===== src/rtl/cudu_dispatch.sv =====
// Operand dispatcher: buffers x/y pairs in a FIFO and issues them one at a time to the cudu engine.
// Define CUDU_DISPATCH_CNT_EN to build the jobs_done completed-job counter; otherwise jobs_done is 0.
module cudu_dispatch #(
  parameter int DEPTH = 4,
  parameter int AW    = 2
) (
  input  logic       clk,
  input  logic       rst,
  input  logic       in_valid,
  input  logic [3:0] in_x,
  input  logic [3:0] in_y,
  output logic       in_ready,
  output logic       eng_start,
  output logic [3:0] eng_xin,
  output logic [3:0] eng_yin,
  input  logic       eng_idle,
  input  logic       eng_done,
  input  logic [7:0] eng_x,
  output logic       res_valid,
  output logic [7:0] res_data,
  input  logic       res_ready,
  output logic [7:0] jobs_done
);

  // Producer side: a push completes on any edge with in_valid && in_ready.
  // Consumer side: the result is taken on any edge with res_valid && res_ready.
  typedef enum logic [1:0] {
    IDLE  = 2'd0,
    START = 2'd1,
    WAIT  = 2'd2
  } state_t;

  state_t     state;
  state_t     state_nxt;

  logic [7:0] mem [DEPTH];
  logic [AW:0] wr_ptr;
  logic [AW:0] rd_ptr;
  logic [7:0] head;
  logic       full;
  logic       empty;
  logic       push;
  logic       pop;
  logic       capture;

  // Extra pointer bit distinguishes full from empty when the indices match.
  assign empty    = (wr_ptr == rd_ptr);
  assign full     = (wr_ptr[AW] != rd_ptr[AW]) &&
                    (wr_ptr[AW-1:0] == rd_ptr[AW-1:0]);
  assign in_ready = !full;
  assign push     = in_valid && !full;
  assign head     = mem[rd_ptr[AW-1:0]];

  always_ff @(posedge clk) begin
    if (push) begin
      mem[wr_ptr[AW-1:0]] <= {in_x, in_y};
    end
  end

  always_ff @(posedge clk or negedge rst) begin
    if (!rst) begin
      wr_ptr <= '0;
      rd_ptr <= '0;
    end else begin
      if (push) begin
        wr_ptr <= wr_ptr + 1'b1;
      end
      if (pop) begin
        rd_ptr <= rd_ptr + 1'b1;
      end
    end
  end

  // State register
  always_ff @(posedge clk or negedge rst) begin
    if (!rst) begin
      state <= IDLE;
    end else begin
      state <= state_nxt;
    end
  end

  // Next-state logic
  always_comb begin
    state_nxt = state;
    unique case (state)
      IDLE: begin
        if (!empty && !res_valid && eng_idle) begin
          state_nxt = START;
        end
      end
      START: begin
        if (!eng_idle) begin
          state_nxt = WAIT;
        end
      end
      WAIT: begin
        if (eng_done) begin
          state_nxt = IDLE;
        end
      end
      default: state_nxt = IDLE;
    endcase
  end

  // Output decode; eng_start comes straight from the state flop so reset drops it at once.
  always_comb begin
    eng_start = 1'b0;
    pop       = 1'b0;
    capture   = 1'b0;
    unique case (state)
      IDLE:    pop       = !empty && !res_valid && eng_idle;
      START:   eng_start = 1'b1;
      WAIT:    capture   = eng_done;
      default: ;
    endcase
  end

  // Operands are loaded only on a pop, so they hold steady for the whole job.
  always_ff @(posedge clk or negedge rst) begin
    if (!rst) begin
      eng_xin <= '0;
      eng_yin <= '0;
    end else if (pop) begin
      eng_xin <= head[7:4];
      eng_yin <= head[3:0];
    end
  end

  // No pop happens while res_valid is set, so a capture never lands on an unread result.
  always_ff @(posedge clk or negedge rst) begin
    if (!rst) begin
      res_valid <= 1'b0;
      res_data  <= '0;
    end else if (capture) begin
      res_valid <= 1'b1;
      res_data  <= eng_x;
    end else if (res_valid && res_ready) begin
      res_valid <= 1'b0;
    end
  end

`ifdef CUDU_DISPATCH_CNT_EN
  logic [7:0] job_cnt;

  always_ff @(posedge clk or negedge rst) begin
    if (!rst) begin
      job_cnt <= '0;
    end else if (capture) begin
      job_cnt <= job_cnt + 8'd1;
    end
  end

  assign jobs_done = job_cnt;
`else
  assign jobs_done = '0;
`endif

endmodule


===== config.mk =====
export PLATFORM = sky130hd
export DESIGN_NAME = cudu_dispatch
export DESIGN_NICKNAME = d
export VERILOG_FILES = /design/src/rtl/cudu_dispatch.sv
export SDC_FILE = /design/constraint.sdc
export NUM_CORES = 1
export LEC_CHECK = 0
export CORE_UTILIZATION = 50
export CTS_CLUSTER_SIZE = 24
export DETAILED_ROUTE_END_ITERATION = 8
export PLACE_DENSITY = 0.78
export SLEW_MARGIN = 15
export SYNTH_ARGS = -nofsm -noshare
export SYNTH_HDL_FRONTEND = slang
export SYNTH_SLANG_ARGS = --single-unit
export TNS_END_PERCENT = 10

===== constraint.sdc =====
create_clock -name clk -period 2.21 [get_ports clk]
set_input_delay 0.5525 -clock clk [delete_from_list [all_inputs] [get_ports clk]]
set_output_delay 0.5525 -clock clk [all_outputs]
set_load 0.1 [all_outputs]

==> qor.yml, run 1 <==
cts_resized: 0
fin_area_mm2: 0.00309
dieArea_mm2: 0.00508
synth-seq-cells: 57
dpl_cell_area_mm2: 0.00290
grtUsageTotal: 0.181
antenna_found_initial: 0
grt_max_degree: 26
synthAdderAreaFrac: 0.0261
detail_route.first_pass.iterations: 6
r2r-start: "state[1]$_DFFE_PN0P_"
synthXorXnorAreaFrac: 0.0355
clockBufferDepth: 2
synth_warnings: 0
holdPathStages: 1
post-route-util: 0.691
clock_sinks: 57
drv_cap: 0
clkTransAtPathRegs_ns: 0.07
postSynthCellCount: 130
timing.reg2reg.setup_slack_ns: 0.42
synth_top_family_by_area: "multiplexers"
endpoint_kind: "primary output"
worstPathArrival_ns: 1.48
fillCellCount: 292
hold_buffers: 0
syn_area_mm2: 0.00240
ff2ff_path_depth: 4
area_growth_pct: 29.0
first_global_vias: 1363
wirelength_um: 3870
holdCritPathClass: "flop to flop"
hpwlAfterDp_um: 2670
synth_compound_area_frac: 0.0261
ctsHtreeMaxLevel: 3
rsz0062_at_grt: "no"
multiInputGateArea_um2: 718
gp_congestion: 0.784
violations: "design-rule violations"
r2r_end: "eng_xin[1]$_DFFE_PN0P_"
io_buffers: 40
n_antenna_cell: 0
layout_commonest_cell: "edfxtp_1"
clock-root-buffer: "clkbuf_8"
holdPathEnd: "res_data[5]$_DFFE_PN0P_"
cts_inserted_buffers: 9
overflow: 0
drv_slew: 0
worstPathRequired_ns: 1.66
rows: 24
grt_first_pass_wirelength_um: 6500
die_h_um: 71.2
ant_nets: 0
nets: 216
crit_path_start_kind: "flop"
finalSetupViolCount: 0
drcViolationCount: 7
viasPerCell: 5.00
drive_gt1_frac: 0.397
finalCriticalPeriod_ns: 2.03
core_mm2: 0.00447
max_freq_ghz: 0.492
synth-simple-area-share: 0.0261
routedWlPerCell_um: 15.7
min-delay-start: "res_data[5]$_DFFE_PN0P_"
initial_core_util: 0.536
synthDistinctLibCells: 26
die_w_um: 71.2
seq_area_frac_synth: 0.662
mostFrequentLayoutCells: "edfxtp_1 (32), buf_4 (26), dfrtp_1 (25)"
critPathMaxFanout: 5
synthMuxAreaShare: 0.172
drtIter0Drc: 40
post-cts-setup-buffers: 0
min_period_over_period: 0.920
num_io_pins: 49
crit_type: "flop to primary output"
fin_skew_ns: 0.00661
cts_tree: "done"
insertion_delay_ns: 0.33
vias: 1229
hold_violations: 0
avgSynthCellArea_um2: 18.4
seqCellArea_mm2: 0.00159
status: "finished with violations"
-- metrics by stage --
| step | setup slack (ns) | setup TNS (ns) | hold WS [ns] | cells |
|---|---|---|---|---|
| after floorplan | 0.0461 | 0 | 0.257 | 137 |
| after global placement | -0.123 | -0.907 | 0.489 | 230 |
| after detailed placement | -0.145 | -1.06 | 0.493 | 230 |
| after CTS | 0.167 | 0 | 0.510 | 246 |
| after global routing | 0.102 | 0 | 0.523 | 246 |
| final | 0.177 | 0 | 0.507 | 246 |
-- logic make-up after synthesis --
| group | after synthesis |
|---|---|
| DFF | 57 |
| muxes | 26 |
| buffers and inverters | 17 |
| and+or+nand+nor | 9 |
| xor gates and xnor gates | 8 |
| AOI/OAI and AO/OA | 7 |
| adders and majority gates | 5 |
| other | 1 |
-- worst max path at each step --
stage	to	start	cells past startpoint
2_1_floorplan	in_ready	rd_ptr[1]$_DFFE_PN0P_	3
3_3_place_gp	eng_xin[2]$_DFFE_PN0P_	eng_idle	5
3_5_place_dp	eng_xin[1]$_DFFE_PN0P_	eng_idle	5
4_1_cts	in_ready	rd_ptr[0]$_DFFE_PN0P_	3
5_1_grt	in_ready	rd_ptr[0]$_DFFE_PN0P_	3
6_report	in_ready	rd_ptr[0]$_DFFE_PN0P_	3
-- cells in the mapped netlist (all sizes together) --
library cell   n  share of area
xnor2          4          0.021
edfxtp        32           0.40
buf           11          0.041
xor2           4          0.015
a31oi          3          0.014
and2           3         0.0078
nand3b         1         0.0031
a311oi         1         0.0037
dfrtp         25           0.26
o21ai          1         0.0021
nand2          1         0.0016
a21o           2         0.0063
mux2          18          0.097
conb           1         0.0016
nor3b          1         0.0031
ha             5          0.026
mux4           8          0.075
nand3          1         0.0021
nor2b          1         0.0026
or4b           1         0.0057
inv            6         0.0094
-- sequential cells by signal (all words and copies together) (netlist names) --
| name | flops |
|---|---|
| mem | 32 |
| rd_ptr | 3 |
| eng_yin | 4 |
| res_valid | 1 |
| eng_xin | 4 |
| state | 2 |
| wr_ptr | 3 |
| res_data | 8 |
-- per-layer routing --
metal / part of all wire / global-route usage / wire (µm) / up-vias
met3: 0.066 / 0.0478 / 256 / 7
met4: 0.020 / 0.120 / 79 / 0
met1: 0.43 / 0.223 / 1650 / 586
met5: 0 / 0 / 0 / -
li1: - / - / - / 586
met2: 0.49 / 0.285 / 1880 / 50
-- cell type report --
type	instances	area share
Clock buffer	9	0.0400
Clock inverter	7	0.0231
Tap cell	52	0.0210
Inverter	6	0.00728
Timing Repair Buffer	52	0.163
Sequential cell	57	0.513
Multi-Input combinational cell	63	0.232
-- critical path, stage by stage, from the launching register on --
cell and delay (ns):
dfrtp_1 0.43, xnor2_2 0.33, nand3_1 0.18, buf_12 0.20
Power of run 1 is left out: the tool's default activity adds up to more than one toggle a clock period on the data nets, which glitch-free logic cannot reach.
==> inputs of run 2 (changes only) <==
Settings changed: MAX_ROUTING_LAYER set to met4.
==> run 2 against run 1 <==
Register-to-register slack about the same. Critical endpoint unchanged. Core utilization unchanged. Routed wire length about the same. Critical path depth unchanged. Global-route usage up 0.57 points. The run still ends with design-rule violations left. Largest cell class unchanged. Count of clock-buffer cells in the layout unchanged.
==> qor.yml, run 2 (synthesis gave the netlist of run 1 again) <==
status: "finished with violations"
violations: "design-rule violations"
clkTransAtPathRegs_ns: 0.07
ant_nets: 0
gp_congestion: 0.795
drive_gt1_frac: 0.397
seqCellArea_mm2: 0.00159
clock_sinks: 57
n_antenna_cell: 0
post-cts-setup-buffers: 0
clockBufferDepth: 2
antenna_found_initial: 0
critPathMaxFanout: 5
drcViolationCount: 7
endpoint_kind: "primary output"
hold_ws_ns: 0.507
hold_buffers: 0
ctsHtreeMaxLevel: 3
multiInputGateArea_um2: 718
rsz0062_at_grt: "no"
die_w_um: 71.2
max_freq_ghz: 0.492
wirelength_um: 3860
vias: 1234
die_h_um: 71.2
grt_max_degree: 26
tns_ns: 0
post-route-util: 0.691
area_growth_pct: 29.0
crit_path_start_kind: "flop"
mostFrequentLayoutCells: "edfxtp_1 (32), buf_4 (26), dfrtp_1 (25)"
largest_reg_flops: 32
detail_route.first_pass.iterations: 6
fillCellCount: 292
grtUsageTotal: 0.187
first_global_vias: 1361
layout_commonest_cell: "edfxtp_1"
routedWlPerCell_um: 15.7
core_mm2: 0.00447
cts_resized: 0
finalSetupViolCount: 0
finalCriticalPeriod_ns: 2.03
drv_slew: 0
drtIter0Drc: 44
fin_skew_ns: 0.00681
viasPerCell: 5.02
worstPathRequired_ns: 1.66
nets: 216
drv_cap: 0
io_buffers: 40
cts_inserted_buffers: 9
worstPathArrival_ns: 1.48
hpwlAfterDp_um: 2670
clock-root-buffer: "clkbuf_8"
dpl.cell_count: 230
num_io_pins: 49
final_cell_count_no_fill: 246
grt_first_pass_wirelength_um: 6500
cts_tree: "done"
crit_type: "flop to primary output"
rows: 24
hold_violations: 0
insertion_delay_ns: 0.33
initial_core_util: 0.536
holdCritPathClass: "flop to flop"
overflow: 0
min_period_over_period: 0.920
dieArea_mm2: 0.00508
==> run 2: cell counts in the layout (fill, tap and decap cells not counted) <==
No cell type changed its count.
==> run 2: layout make-up <==
| class | count | area share |
|---|---|---|
| repair buffers | 52 | 0.163 |
| well taps | 52 | 0.0210 |
| clock inverters | 7 | 0.0231 |
| multi-input cells | 63 | 0.232 |
| clock buffers | 9 | 0.0400 |
| inverters | 6 | 0.00728 |
| flip-flops and latches | 57 | 0.513 |
==> run 2: metrics by stage <==
step                worst slack [ns]  instance area, µm²
finish                         0.177                3090
global route                   0.102                3090
CTS                            0.167                3090
detailed placement            -0.145                2900
global placement              -0.123                2900
floorplan                     0.0461                2430
==> run 2: worst paths after layout <==
path / from / end / slack (ns) / cells after the start
max: rd_ptr[0]$_DFFE_PN0P_ / in_ready / 0.18 / 3
min: res_data[5]$_DFFE_PN0P_ / res_data[5]$_DFFE_PN0P_ / 0.51 / 1
max reg2reg: state[1]$_DFFE_PN0P_ / eng_xin[1]$_DFFE_PN0P_ / 0.42 / 4
min reg2reg: res_data[5]$_DFFE_PN0P_ / res_data[5]$_DFFE_PN0P_ / 0.51 / 1
max in group asynchronous: rst / eng_yin[3]$_DFFE_PN0P_ / 1.38 / 2
min in group asynchronous: rst / wr_ptr[2]$_DFFE_PN0P_ / 0.59 / 2
==> run 2: worst max-delay path, stage by stage (launching register included) <==
cell     delay, ns
dfrtp_1       0.43
xnor2_2       0.33
nand3_1       0.18
buf_12        0.20
==> run 2: metal layers <==
layer	routed length [µm]	track usage	vias to the layer above
li1	-	-	585
met1	1650	0.223	592
met2	1880	0.285	50
met3	256	0.0478	7
met4	79	0.120	0
met5	0	-	-
Power of run 2 is left out for the same reason.
==> inputs of run 3 (changes only) <==
Settings changed: CORE_UTILIZATION 50 to 30, PLACE_DENSITY 0.78 to 0.51.
==> run 3 against run 2 <==
The flow now finishes without violations. Worst setup slack gained 0.010 ns. Clock skew grew 0.0011 ns. Routed wire length grew 11%. Count of clock-buffer cells in the layout grew 1. Via count grew 1.9%. Highest routed layer unchanged. Hold slack is essentially flat. Sequential share of layout area shrank 1.4 points.
==> qor.yml, run 3 (synthesis gave the netlist of run 1 again) <==
status: "completed"
core_mm2: 0.00773
worstPathRequired_ns: 1.66
viasPerCell: 4.26
die_w_um: 91.4
cts_tree: "done"
drcViolationCount: 0
hpwlAfterDp_um: 3030
first_global_vias: 1352
grt_max_degree: 26
critPathMaxFanout: 5
die_h_um: 91.4
clock_sinks: 57
routedWlPerCell_um: 14.6
drtIter0Drc: 23
fin_skew_ns: 0.00796
crit_type: "flop to primary output"
rsz0062_at_grt: "no"
cts_inserted_buffers: 9
ctsHtreeMaxLevel: 3
max_freq_ghz: 0.494
dieArea_mm2: 0.00835
finalCriticalPeriod_ns: 2.02
cts_resized: 0
finalSetupViolCount: 0
n_antenna_cell: 0
antenna_found_initial: 0
hold_violations: 0
worstPathArrival_ns: 1.47
layout_commonest_cell: "edfxtp_1"
initial_core_util: 0.310
vias: 1258
grtUsageTotal: 0.122
area_growth_pct: 32.5
insertion_delay_ns: 0.33
drv_cap: 0
rows: 32
tns_ns: 0
ff2ff_path_depth: 4
overflow: 0
gp_congestion: 0.700
min_period_over_period: 0.915
clock-root-buffer: "clkbuf_8"
io_buffers: 40
detail_route.first_pass.iterations: 3
crit_path_start_kind: "flop"
mostFrequentLayoutCells: "edfxtp_1 (32), dfrtp_1 (25), buf_4 (24)"
grt_first_pass_wirelength_um: 7050
drive_gt1_frac: 0.389
drv_slew: 0
endpoint_kind: "primary output"
hold_buffers: 0
wirelength_um: 4290
holdPathStages: 1
post-cts-setup-buffers: 0
num_io_pins: 49
nets: 215
largest_reg_flops: 32
clockBufferDepth: 2
ant_nets: 0
clkTransAtPathRegs_ns: 0.06
holdCritPathClass: "flop to flop"
[run 3: cell types whose count changed in the layout (fill, tap and decap cells not counted)]
cell and change:
bufinv_16 +1, buf_4 -2, clkinv_4 -2, buf_12 +1, clkbuf_1 +1
[run 3: final cells by class]
cell class              count  area [µm²]
flip-flops and latches     57        1590
clock buffers              10         128
fillers                   722        4550
multi-input cells          63         718
clock inverters             6        83.8
inverters                   6        22.5
repair buffers             51         510
well taps                 102         128
[run 3: worst paths after layout]
| path | startpoint | endpoint | slack, ns |
|---|---|---|---|
| max | wr_ptr[1]$_DFFE_PN0P_ | in_ready | 0.19 |
| min | res_data[4]$_DFFE_PN0P_ | res_data[4]$_DFFE_PN0P_ | 0.51 |
| max reg2reg | state[0]$_DFFE_PN0P_ | eng_xin[0]$_DFFE_PN0P_ | 0.44 |
| min reg2reg | res_data[4]$_DFFE_PN0P_ | res_data[4]$_DFFE_PN0P_ | 0.51 |
| max in group asynchronous | rst | eng_xin[1]$_DFFE_PN0P_ | 1.36 |
| min in group asynchronous | rst | wr_ptr[2]$_DFFE_PN0P_ | 0.59 |
[run 3: layer usage]
layer	vias up	routed length (µm)	track usage	share of wire
met5	-	0	-	0
met4	0	35	0.0357	0.0082
met3	5	299	0.0586	0.070
met2	48	2110	0.195	0.49
met1	627	1840	0.135	0.43
li1	578	-	-	-
[run 3: through the flow]
step | util | worst slack (ns) | hold WS, ns | cell area, µm² | instances
final | 0.411 | 0.187 | 0.507 | 3180 | 295
after global routing | 0.411 | 0.0948 | 0.532 | 3180 | 295
after CTS | 0.411 | 0.144 | 0.512 | 3180 | 295
after detailed placement | 0.384 | -0.124 | 0.497 | 2970 | 279
after global placement | 0.384 | -0.120 | 0.488 | 2970 | 279
after floorplan | - | 0.0461 | 0.257 | 2430 | 137
[run 3: critical path, cell delays in order, from the launching register on]
cell     delay, ns
dfrtp_1       0.46
xnor2_2       0.30
nand3_1       0.18
buf_12        0.20
Power of run 3 is left out for the same reason.
